===== src/rtl/mem_ctrl_pkg.sv =====
// Shared definitions for the memory access controller: opcodes, FSM encoding
// and the reg_write decode used by both this block and the decode stage.
package mem_ctrl_pkg;

    localparam logic [3:0] OP_LDR = 4'b1101;
    localparam logic [3:0] OP_STR = 4'b1110;
    localparam logic [3:0] OP_CMP = 4'b1011;
    localparam logic [3:0] OP_NOP = 4'b1111;

    typedef enum logic [1:0] {
        ST_IDLE = 2'd0,
        ST_REQ  = 2'd1,
        ST_DONE = 2'd2
    } state_t;

    function automatic logic is_mem_op(input logic [3:0] op);
        return (op == OP_LDR) || (op == OP_STR);
    endfunction

    // Everything except compare, store and no-op writes the register file.
    function automatic logic rw_decode(input logic [3:0] op);
        return !((op == OP_CMP) || (op == OP_STR) || (op == OP_NOP));
    endfunction

endpackage


===== src/rtl/mem_access_ctrl_if.sv =====
// Memory port between the access controller (master) and a variable-latency
// memory (slave).
interface mem_access_ctrl_if #(
    parameter int DATA_W = 32,
    parameter int ADDR_W = 16
);
    // mem_req rises with mem_addr/mem_we/mem_wdata stable and holds them until
    // the cycle mem_ack=1 is sampled (or the master times out); mem_rdata is
    // only meaningful in the cycle mem_ack=1, and mem_ack without mem_req is ignored.
    logic              mem_req;
    logic              mem_we;
    logic [ADDR_W-1:0] mem_addr;
    logic [DATA_W-1:0] mem_wdata;
    logic [DATA_W-1:0] mem_rdata;
    logic              mem_ack;

    modport master (
        output mem_req, mem_we, mem_addr, mem_wdata,
        input  mem_rdata, mem_ack
    );

    modport slave (
        input  mem_req, mem_we, mem_addr, mem_wdata,
        output mem_rdata, mem_ack
    );
endinterface


===== src/rtl/mem_ctrl_wait_timer.sv =====
// Wait-state counter: cleared by clr, advances on en, saturates and flags
// expired once it has counted TIMEOUT-1 wait cycles.
module mem_ctrl_wait_timer #(
    parameter int TIMEOUT = 15
) (
    input  logic clk,
    input  logic rst_n,
    input  logic clr,
    input  logic en,
    output logic expired
);
    localparam int CNT_W = (TIMEOUT > 1) ? $clog2(TIMEOUT) : 1;
    localparam logic [CNT_W-1:0] LAST = CNT_W'(TIMEOUT - 1);

    logic [CNT_W-1:0] cnt_q, cnt_d;

    assign expired = (cnt_q == LAST);

    always_comb begin
        cnt_d = cnt_q;
        if (clr) begin
            cnt_d = '0;
        end else if (en && !expired) begin
            cnt_d = cnt_q + 1'b1;
        end
    end

    always_ff @(posedge clk or negedge rst_n) begin
        if (!rst_n) begin
            cnt_q <= '0;
        end else begin
            cnt_q <= cnt_d;
        end
    end
endmodule


===== src/rtl/mem_access_ctrl.sv =====
// Memory access controller: single-instruction LDR/STR req/ack sequencer with
// wait-state timeout. Optional macro ADDR_RANGE_CHECK_EN rejects out-of-range addresses.
module mem_access_ctrl
    import mem_ctrl_pkg::*;
#(
    parameter int DATA_W  = 32,
    parameter int ADDR_W  = 16,
    parameter int PC_W    = 8,
    parameter int TIMEOUT = 15
) (
    input  logic              clk,
    input  logic              rst_n,
    input  logic              start,
    input  logic [3:0]        op_code,
    input  logic [PC_W-1:0]   pc,
    input  logic [DATA_W-1:0] src1,
    input  logic [DATA_W-1:0] src2,
    input  logic [DATA_W-1:0] alu_result,
    output logic              busy,
    output logic              done,
    output logic              reg_write,
    output logic [DATA_W-1:0] wb_data,
    output logic              err,
    output state_t            dbg_state,
    mem_access_ctrl_if.master mem_if
);
    state_t            state_q, state_d;
    logic [3:0]        op_q, op_d;
    logic              busy_q, busy_d, done_q, done_d, rw_q, rw_d, err_q, err_d;
    logic              req_q, req_d, we_q, we_d;
    logic [ADDR_W-1:0] addr_q, addr_d;
    logic [DATA_W-1:0] wb_q, wb_d, wdata_q, wdata_d;
    logic              timer_expired;
    logic              addr_oob;

`ifdef ADDR_RANGE_CHECK_EN
    assign addr_oob = |(src1 >> ADDR_W);
`else
    logic src1_hi_unused;
    assign src1_hi_unused = |(src1 >> ADDR_W);
    assign addr_oob = 1'b0;
`endif

    mem_ctrl_wait_timer #(.TIMEOUT(TIMEOUT)) u_wait_timer (
        .clk     (clk),
        .rst_n   (rst_n),
        .clr     (state_q != ST_REQ),
        .en      ((state_q == ST_REQ) && !mem_if.mem_ack),
        .expired (timer_expired)
    );

    always_ff @(posedge clk or negedge rst_n) begin
        if (!rst_n) begin
            state_q <= ST_IDLE;
            op_q    <= OP_NOP;
            busy_q  <= 1'b0;
            done_q  <= 1'b0;
            rw_q    <= 1'b0;
            err_q   <= 1'b0;
            req_q   <= 1'b0;
            we_q    <= 1'b0;
            addr_q  <= '0;
            wb_q    <= '0;
            wdata_q <= '0;
        end else begin
            state_q <= state_d;
            op_q    <= op_d;
            busy_q  <= busy_d;
            done_q  <= done_d;
            rw_q    <= rw_d;
            err_q   <= err_d;
            req_q   <= req_d;
            we_q    <= we_d;
            addr_q  <= addr_d;
            wb_q    <= wb_d;
            wdata_q <= wdata_d;
        end
    end

    always_comb begin
        state_d = state_q;
        case (state_q)
            ST_IDLE: begin
                if (start) begin
                    state_d = (is_mem_op(op_code) && !addr_oob) ? ST_REQ : ST_DONE;
                end
            end
            ST_REQ: begin
                if (mem_if.mem_ack || timer_expired) begin
                    state_d = ST_DONE;
                end
            end
            ST_DONE: state_d = ST_IDLE;
            default: state_d = ST_IDLE;
        endcase
    end

    always_comb begin
        op_d    = op_q;
        busy_d  = (state_d != ST_IDLE);
        done_d  = 1'b0;
        rw_d    = 1'b0;
        err_d   = 1'b0;
        req_d   = 1'b0;
        we_d    = we_q;
        addr_d  = ADDR_W'(pc);
        wb_d    = wb_q;
        wdata_d = wdata_q;
        case (state_q)
            ST_IDLE: begin
                if (start) begin
                    op_d = op_code;
                    if (is_mem_op(op_code)) begin
                        if (addr_oob) begin
                            done_d = 1'b1;
                            err_d  = 1'b1;
                        end else begin
                            req_d  = 1'b1;
                            we_d   = (op_code == OP_STR);
                            addr_d = src1[ADDR_W-1:0];
                            if (op_code == OP_STR) begin
                                wdata_d = src2;
                            end
                        end
                    end else begin
                        done_d = 1'b1;
                        rw_d   = rw_decode(op_code);
                        wb_d   = alu_result;
                    end
                end
            end
            ST_REQ: begin
                // An ack in the expiry cycle still completes normally.
                if (mem_if.mem_ack) begin
                    done_d = 1'b1;
                    rw_d   = rw_decode(op_q);
                    if (!we_q) begin
                        wb_d = mem_if.mem_rdata;
                    end
                end else if (timer_expired) begin
                    done_d = 1'b1;
                    err_d  = 1'b1;
                end else begin
                    req_d  = 1'b1;
                    addr_d = addr_q;
                end
            end
            default: ;
        endcase
    end

    assign busy             = busy_q;
    assign done             = done_q;
    assign reg_write        = rw_q;
    assign err              = err_q;
    assign wb_data          = wb_q;
    assign dbg_state        = state_q;
    assign mem_if.mem_req   = req_q;
    assign mem_if.mem_we    = we_q;
    assign mem_if.mem_addr  = addr_q;
    assign mem_if.mem_wdata = wdata_q;
endmodule

===== src/flat_wrapper.sv =====
// flat-port wrapper written by rule: the top's interface ports become plain ports
module mem_access_ctrl_flat import mem_ctrl_pkg::*;
#(
    parameter int DATA_W  = 32,
    parameter int ADDR_W  = 16,
    parameter int PC_W    = 8,
    parameter int TIMEOUT = 15
)
  (clk, rst_n, start, op_code, pc, src1, src2, alu_result, busy, done, reg_write, wb_data, err, dbg_state, mem_if_mem_req, mem_if_mem_we, mem_if_mem_addr, mem_if_mem_wdata, mem_if_mem_rdata, mem_if_mem_ack);
  mem_access_ctrl_if #(.DATA_W(DATA_W), .ADDR_W(ADDR_W)) mem_if_i ();
  input  logic clk;
  input  logic rst_n;
  input  logic start;
  input  logic [3:0] op_code;
  input  logic [PC_W-1:0] pc;
  input  logic [DATA_W-1:0] src1;
  input  logic [DATA_W-1:0] src2;
  input  logic [DATA_W-1:0] alu_result;
  output logic busy;
  output logic done;
  output logic reg_write;
  output logic [DATA_W-1:0] wb_data;
  output logic err;
  output state_t dbg_state;
  output wire logic [$bits(mem_if_i.mem_req)-1:0] mem_if_mem_req;
  output wire logic [$bits(mem_if_i.mem_we)-1:0] mem_if_mem_we;
  output wire logic [$bits(mem_if_i.mem_addr)-1:0] mem_if_mem_addr;
  output wire logic [$bits(mem_if_i.mem_wdata)-1:0] mem_if_mem_wdata;
  input wire logic [$bits(mem_if_i.mem_rdata)-1:0] mem_if_mem_rdata;
  input wire logic [$bits(mem_if_i.mem_ack)-1:0] mem_if_mem_ack;
  assign mem_if_mem_req = mem_if_i.mem_req;
  assign mem_if_mem_we = mem_if_i.mem_we;
  assign mem_if_mem_addr = mem_if_i.mem_addr;
  assign mem_if_mem_wdata = mem_if_i.mem_wdata;
  assign mem_if_i.mem_rdata = mem_if_mem_rdata;
  assign mem_if_i.mem_ack = mem_if_mem_ack;
  mem_access_ctrl #(.DATA_W(DATA_W), .ADDR_W(ADDR_W), .PC_W(PC_W), .TIMEOUT(TIMEOUT)) u_core (.clk(clk), .rst_n(rst_n), .start(start), .op_code(op_code), .pc(pc), .src1(src1), .src2(src2), .alu_result(alu_result), .busy(busy), .done(done), .reg_write(reg_write), .wb_data(wb_data), .err(err), .dbg_state(dbg_state), .mem_if(mem_if_i));
endmodule

===== config.mk =====
export PLATFORM = sky130hd
export DESIGN_NAME = mem_access_ctrl_flat
export DESIGN_NICKNAME = d
export VERILOG_FILES = /design/src/rtl/mem_ctrl_pkg.sv /design/src/rtl/mem_access_ctrl_if.sv /design/src/rtl/mem_ctrl_wait_timer.sv /design/src/rtl/mem_access_ctrl.sv /design/src/flat_wrapper.sv
export SDC_FILE = /design/constraint.sdc
export NUM_CORES = 1
export LEC_CHECK = 0
export BUFFER_PORTS_ARGS = -buffer_cell sky130_fd_sc_hd__buf_2
export CORE_AREA = 2 2 97 99
export CTS_CLUSTER_DIAMETER = 120
export DETAILED_ROUTE_END_ITERATION = 8
export DIE_AREA = 0 0 99 101
export GPL_TIMING_DRIVEN = 0
export PLACE_DENSITY = 0.8
export SLEW_MARGIN = 5
export SYNTH_ARGS = -nofsm -noshare
export SYNTH_HDL_FRONTEND = slang
export SYNTH_HIERARCHICAL = 1
export SYNTH_SLANG_ARGS = --single-unit

===== constraint.sdc =====
create_clock -name clk -period 3.25 [get_ports clk]
set_clock_uncertainty 0.2 [all_clocks]
set_input_delay 0.1625 -clock clk [delete_from_list [all_inputs] [get_ports clk]]
set_output_delay 0.1625 -clock clk [all_outputs]
set_load 0.03 [all_outputs]

==> results of run 1 <==
-- worst max-delay path, cell delays in order, from the launching register on --
cell and delay [ns]:
dfrtp_1 0.44, nand2b_1 0.19, buf_2 0.29, buf_2 0.36, mux2_2 0.40, dlygate4sd3_1 0.56
mux2_2 0.27
-- layout make-up --
cell class	instances	area (µm²)
Buffer	14	97.6
Clock buffer	10	128
Clock inverter	5	106
Fill cell	577	2070
Inverter	5	18.8
Multi-Input combinational cell	176	1660
Sequential cell	96	2410
Tap cell	111	139
Timing Repair Buffer	340	2350
-- per-layer routing --
metal	GRT usage (%)	part of all wire, %	wire (µm)	vias up
li1	-	-	-	1744
met3	6.52	6.3	795	23
met5	0	0	0	-
met2	48.3	55	6950	162
met1	27.3	37	4700	1814
met4	8.01	1.8	234	0
-- cell usage after synthesis, types with 4 or more instances --
master	count	share of area (%)
clkbuf_1	4	0.36
a22o_1	8	1.7
buf_6	4	1.1
dfstp_2	4	2.5
mux2i_1	8	1.9
mux2_2	90	24
nand2b_1	4	0.60
nor2_1	5	0.45
o21ai_0	12	1.4
dfrtp_1	92	55
nand2_1	11	0.99
mux2_1	9	2.4
-- what timing repair did --
| action | CTS | global route |
|---|---|---|
| hold endpoints to repair | 126 | 0 |
| setup buffers | 0 | 0 |
| hold buffers | 124 | 0 |
| resized for setup | 0 | 0 |
-- power by group --
part	internal, mW	total [mW]	switching [mW]
registers	1.45	1.59	0.136
clock network	0.509	0.899	0.390
logic	0.565	1.39	0.828
-- state kept, by name, indices dropped and copies added, names as in the netlist --
register and cells:
u_core/done 1, u_core/wb_data 32, u_core/reg_write 1, u_core/busy 1
u_core/mem_if.mem_req 1, u_core/mem_if.mem_wdata 32, u_core/dbg_state 2, u_core/mem_if.mem_addr 16
u_core/u_wait_timer/cnt_q 4, u_core/op_q 4, u_core/err 1, u_core/mem_if.mem_we 1
-- worst max-delay path by stage --
stage               cells after the start                      endpoint  slack, ns
detailed placement                      7  u_core/u_wait_timer/cnt_q[1]       0.95
CTS                                     6            u_core/wb_data[27]       0.46
global route                            6            u_core/wb_data[30]       0.33
finish                                  6            u_core/wb_data[30]       0.43
global placement                        1    u_core/mem_if.mem_wdata[0]       0.97
floorplan                               7  u_core/u_wait_timer/cnt_q[1]       1.11
-- per-stage QoR --
stage	hold slack, ns	setup WS [ns]	util [%]	instances
2_1_floorplan	-0.333	1.11	-	291
3_3_place_gp	0.179	0.967	60.1	617
3_5_place_dp	0.0114	0.950	60.5	618
4_1_cts	0.000101	0.457	76.9	757
5_1_grt	0.00370	0.335	76.9	757
6_report	0.0198	0.431	76.9	757
-- logic make-up after synthesis --
| family | Yosys count | share of synthesized area, % |
|---|---|---|
| compound gates | 31 | 5.02 |
| xor+xnor | 1 | 0.389 |
| fa+ha+maj | 2 | 0.598 |
| buf+inv | 19 | 2.78 |
| flops | 96 | 57.5 |
| mux | 107 | 28.6 |
| simple gates | 35 | 5.11 |
==> reports/qor.yml, run 1 <==
status: "completed"
post_dp_cell_area_um2: 5430
start_util_pct: 46.6
clock-root-buffer: "clkbuf_8"
die_height_um: 101
fin_area_um2: 6900
leakage_nw: 3.43
synthArstFlopShare_pct: 100
synth_edf_count: 0
layout_common_cells: "buf_2 (217), dlygate4sd3_1 (124), dfrtp_1 (92), mux2_2 (90), o21ai_0 (12)"
cp.arrival_ns: 2.86
clkTransAtPathRegs_ns: 0.09
crit_type: "reg -> reg"
grt_first_pass_wirelength_um: 19800
route.detailed.drc: 0
min_path_cells: 3
cts_buffer_depth: 2
hold_viol_final: 0
numCtsBuffers: 9
synth_seq_cells: 96
grt_max_degree: 51
io-pin-count: 232
antenna_found_initial: 0
grt_use_total_pct: 25.3
syn_inst: 291
post-dp-hpwl_um: 7410
tns_ns: 0
wl_um: 12700
drt_iter0_drc: 83
die_w_um: 99
grt_pass1_vias: 4101
ys.warnings.count: 6
drt_pass1_iterations: 4
synth_seq_area_share_pct: 57.5
whs_endpoint: "u_core/wb_data[0]"
max_freq_ghz: 0.355
wl_per_cell_um: 16.7
drive_gt1_share_pct: 53.3
die_area_um2: 10000
peakVddDrop_mv: 0.292
vias_per_cell: 4.94
min_period_ns: 2.82
cp_max_fo: 14
overflow: 0
portBuffers: 215
ctsHtreeMaxLevel: 3
total_power_mw: 3.88
detail-route-antenna-nets: 0
place_congestion: 0.741
worstHoldPathType: "in -> reg"
startpoint_type: "register"
synth_area_um2: 4180
ys.flop_type: "dfrtp_1"
reg2reg_to: "u_core/wb_data[30]"
min_from: "mem_if_mem_rdata[0]"
synth_fp_nets: 437
cts_num_sinks: 96
final_common_cell: "buf_2"
rows: 35
maxCapViolCount: 0
tightest_slew_ns: 0.634
p_per_area_nw_per_um2: 562
cp-end-kind: "register"
worstRegToRegCells: 6
core-area_um2: 8980
relSlewSlack_pct: 57.5
synth.distinct_cells: 37
cts_tree: "done"
worstSkewPairLatency_ns: 0.34
required_ns: 3.29
worst_r2r_startpoint: "u_core/dbg_state[0]"
r2r_slack_ns: 0.43
area.growth.synth_to_final_pct: 65.0
vias: 3743
crit_start: "u_core/dbg_state[0]"
setup_violations: 0
maxSlewViolCount: 0
antenna_cells: 0
fin_nets: 788
rsz0062_at_grt: "false"
avgSynthCellArea_um2: 14.4
min_period_over_period_pct: 86.7
Note: power is estimated with default switching activity, not from simulation.
==> run 2, diff against run 1 <==
--- a/config.mk
+++ b/config.mk
@@ -6,12 +6,12 @@
 export NUM_CORES = 1
 export LEC_CHECK = 0
 export BUFFER_PORTS_ARGS = -buffer_cell sky130_fd_sc_hd__buf_2
-export CORE_AREA = 2 2 97 99
+export CORE_AREA = 2 2 86 121
 export CTS_CLUSTER_DIAMETER = 120
 export DETAILED_ROUTE_END_ITERATION = 8
-export DIE_AREA = 0 0 99 101
+export DIE_AREA = 0 0 88 123
 export GPL_TIMING_DRIVEN = 0
-export PLACE_DENSITY = 0.8
+export PLACE_DENSITY = 0.74
 export SLEW_MARGIN = 5
 export SYNTH_ARGS = -nofsm -noshare
 export SYNTH_HDL_FRONTEND = slang
==> constraint.sdc (replaced) <==
create_clock -name clk -period 2.85 [get_ports clk]
set_clock_uncertainty 0.2 [all_clocks]
set_input_delay 0.1425 -clock clk [delete_from_list [all_inputs] [get_ports clk]]
set_output_delay 0.1425 -clock clk [all_outputs]
set_load 0.03 [all_outputs]
==> reports/qor.yml, run 2 (synthesis gave the netlist of run 1 again) <==
vias_per_cell: 4.78  # was 4.94
worst_slack_ns: 0.166  # was 0.431 ns
rows: 43  # was 35
cts_buffer_depth: 2  # unchanged
grt_max_degree: 50  # was 51
wl_per_cell_um: 16.0  # was 16.7 µm
setup_violations: 0  # unchanged
place_congestion: 0.739  # was 0.741
worstPathCellList: "nand2b_1, clkbuf_4, clkbuf_4, mux2_2, dlygate4sd3_1, mux2_2"  # was nand2b_1, buf_2, buf_2, mux2_2, dlygate4sd3_1, mux2_2
die_height_um: 123  # was 101 µm
die_w_um: 88  # was 99 µm
post-dp-hpwl_um: 7650  # was 7410 µm
grt_first_pass_wirelength_um: 19200  # was 19800 µm
min_period_ns: 2.68  # was 2.82 ns
overflow: 0  # unchanged
cp.arrival_ns: 2.71  # was 2.86 ns
max_stage_delay_ns: 0.57  # was 0.56 ns
status: "completed"  # unchanged
clkTransAtPathRegs_ns: 0.07  # was 0.09 ns
worstHoldPathType: "in -> reg"  # unchanged
clock-root-buffer: "clkbuf_16"  # was clkbuf_8
fin_nets: 791  # was 788
ctsHtreeMaxLevel: 3  # unchanged
detail-route-antenna-nets: 0  # unchanged
cts_num_sinks: 96  # unchanged
io-pin-count: 232  # unchanged
worstSkewPairLatency_ns: 0.34  # about the same
max_freq_ghz: 0.373  # was 0.355 GHz
core-area_um2: 9740  # was 8980 µm²
pre_cts_slack_ns: 0.521  # was 0.950 ns
route.detailed.drc: 0  # unchanged
portBuffers: 215  # unchanged
p_per_area_nw_per_um2: 653  # was 562 nW/µm²
start_util_pct: 43.0  # was 46.6%
drt_pass1_iterations: 4  # unchanged
final_common_cell: "buf_2"  # unchanged
final_util_pct: 72.4  # was 76.9%
crit_type: "reg -> reg"  # unchanged
hold_viol_final: 0  # unchanged
antenna_found_initial: 1  # was 0
numCtsBuffers: 9  # unchanged
fill_cells: 651  # was 577
drt_iter0_drc: 92  # was 83
leakage_nw: 3.48  # was 3.43 nW
peakVddDrop_mv: 0.516  # was 0.292 mV
cp-end-kind: "register"  # unchanged
die_area_um2: 10800  # was 10000 µm²
area.growth.synth_to_final_pct: 68.4  # was 65.0%
post-cts-setup-buffer-count: 0  # unchanged
tightest_slew_ns: 0.637  # was 0.634 ns
layout_common_cells: "buf_2 (214), dlygate4sd3_1 (127), dfrtp_1 (92), mux2_2 (90), o21ai_0 (12)"  # was buf_2 (217), dlygate4sd3_1 (124), dfrtp_1 (92), mux2_2 (90), o21ai_0 (12)
maxCapViolCount: 0  # unchanged
drive_gt1_share_pct: 53.1  # was 53.3%
cts_tree: "done"  # unchanged
rsz0062_at_grt: "false"  # unchanged
cp_max_fo: 14  # unchanged
grt_use_total_pct: 23.3  # was 25.3%
startpoint_type: "register"  # unchanged
required_ns: 2.87  # was 3.29 ns
critPathSlowestCell: "dlygate4sd3_1"  # unchanged
tns_ns: 0  # unchanged
relSlewSlack_pct: 57.6  # was 57.5%
maxSlewViolCount: 0  # unchanged
min_period_over_period_pct: 94.2  # was 86.7%
vias: 3754  # was 3743
total_power_mw: 4.60  # was 3.88 mW
grt_pass1_vias: 4078  # was 4101
wl_um: 12600  # was 12700 µm
[run 2: changes by cell type in the layout (fill, tap and decap cells not counted), sizes merged, moves of 2 or more]
| cell | change |
|---|---|
| buf | -3 |
| dlygate4sd3 | +3 |
| bufinv | -2 |
| inv | +2 |
| clkbuf | +4 |
[run 2: path summary, 6_finish.rpt]
check                                       startpoint                          end  slack [ns]  cells past startpoint
max in group asynchronous                        rst_n               u_core/op_q[2]        1.55                      3
setup reg to reg                   u_core/dbg_state[0]           u_core/wb_data[27]        0.17                      6
min in group asynchronous                        rst_n   u_core/mem_if.mem_wdata[1]        0.18                      2
hold reg to reg            u_core/mem_if.mem_wdata[20]  u_core/mem_if.mem_wdata[20]        0.29                      1
hold / removal                                   start            u_core/wb_data[1]        0.17                      4
setup / recovery                   u_core/dbg_state[0]           u_core/wb_data[27]        0.17                      6
[run 2: repair_timing]
action	in CTS	in global routing
setup endpoints to repair	0	13
hold buffers	127	0
gates resized for setup	0	3
endpoints found under the hold margin	134	0
[run 2: metrics by stage]
stage / hold slack, ns / area (µm²) / instances
6_report: 0.173 / 7050 / 786
5_1_grt: 0.195 / 7050 / 786
4_1_cts: 0.172 / 7040 / 785
3_5_place_dp: 0.00378 / 5460 / 642
3_3_place_gp: 0.159 / 5430 / 641
2_1_floorplan: -0.353 / 4180 / 291
[run 2: layout make-up]
class	count	area, µm²	share of cell area, %
flip-flops and latches	96	2410	34.2
repair buffers	343	2380	33.7
multi-input cells	176	1660	23.6
clock buffers	11	243	3.45
well taps	135	169	2.40
plain buffers	14	105	1.49
clock inverters	5	62.6	0.888
inverters	5	18.8	0.266
diodes	1	2.50	0.0355
[run 2: worst max-delay path, delay by kind of cell, from the launching register on]
family | cells | cell delay, ns
AND/OR/NAND/NOR | 1 | 0.19
flip-flops | 1 | 0.44
multiplexers | 2 | 0.62
buffers and inverters | 3 | 1.11
[run 2: routing by layer]
metal  global-route usage, %  up-vias  wire length [µm]
met5                       0        -                 0
met4                    8.56        0               193
li1                        -     1754                 -
met2                    43.7      159              6950
met3                    6.07       16               912
met1                    24.5     1825              4540
[run 2: power breakdown]
part / switching, mW / leakage (nW) / internal [mW]
sequential: 0.149 / 1.18 / 1.66
clock: 0.512 / 0.143 / 0.711
combinational: 0.926 / 2.15 / 0.647
total: 1.59 / 3.48 / 3.02
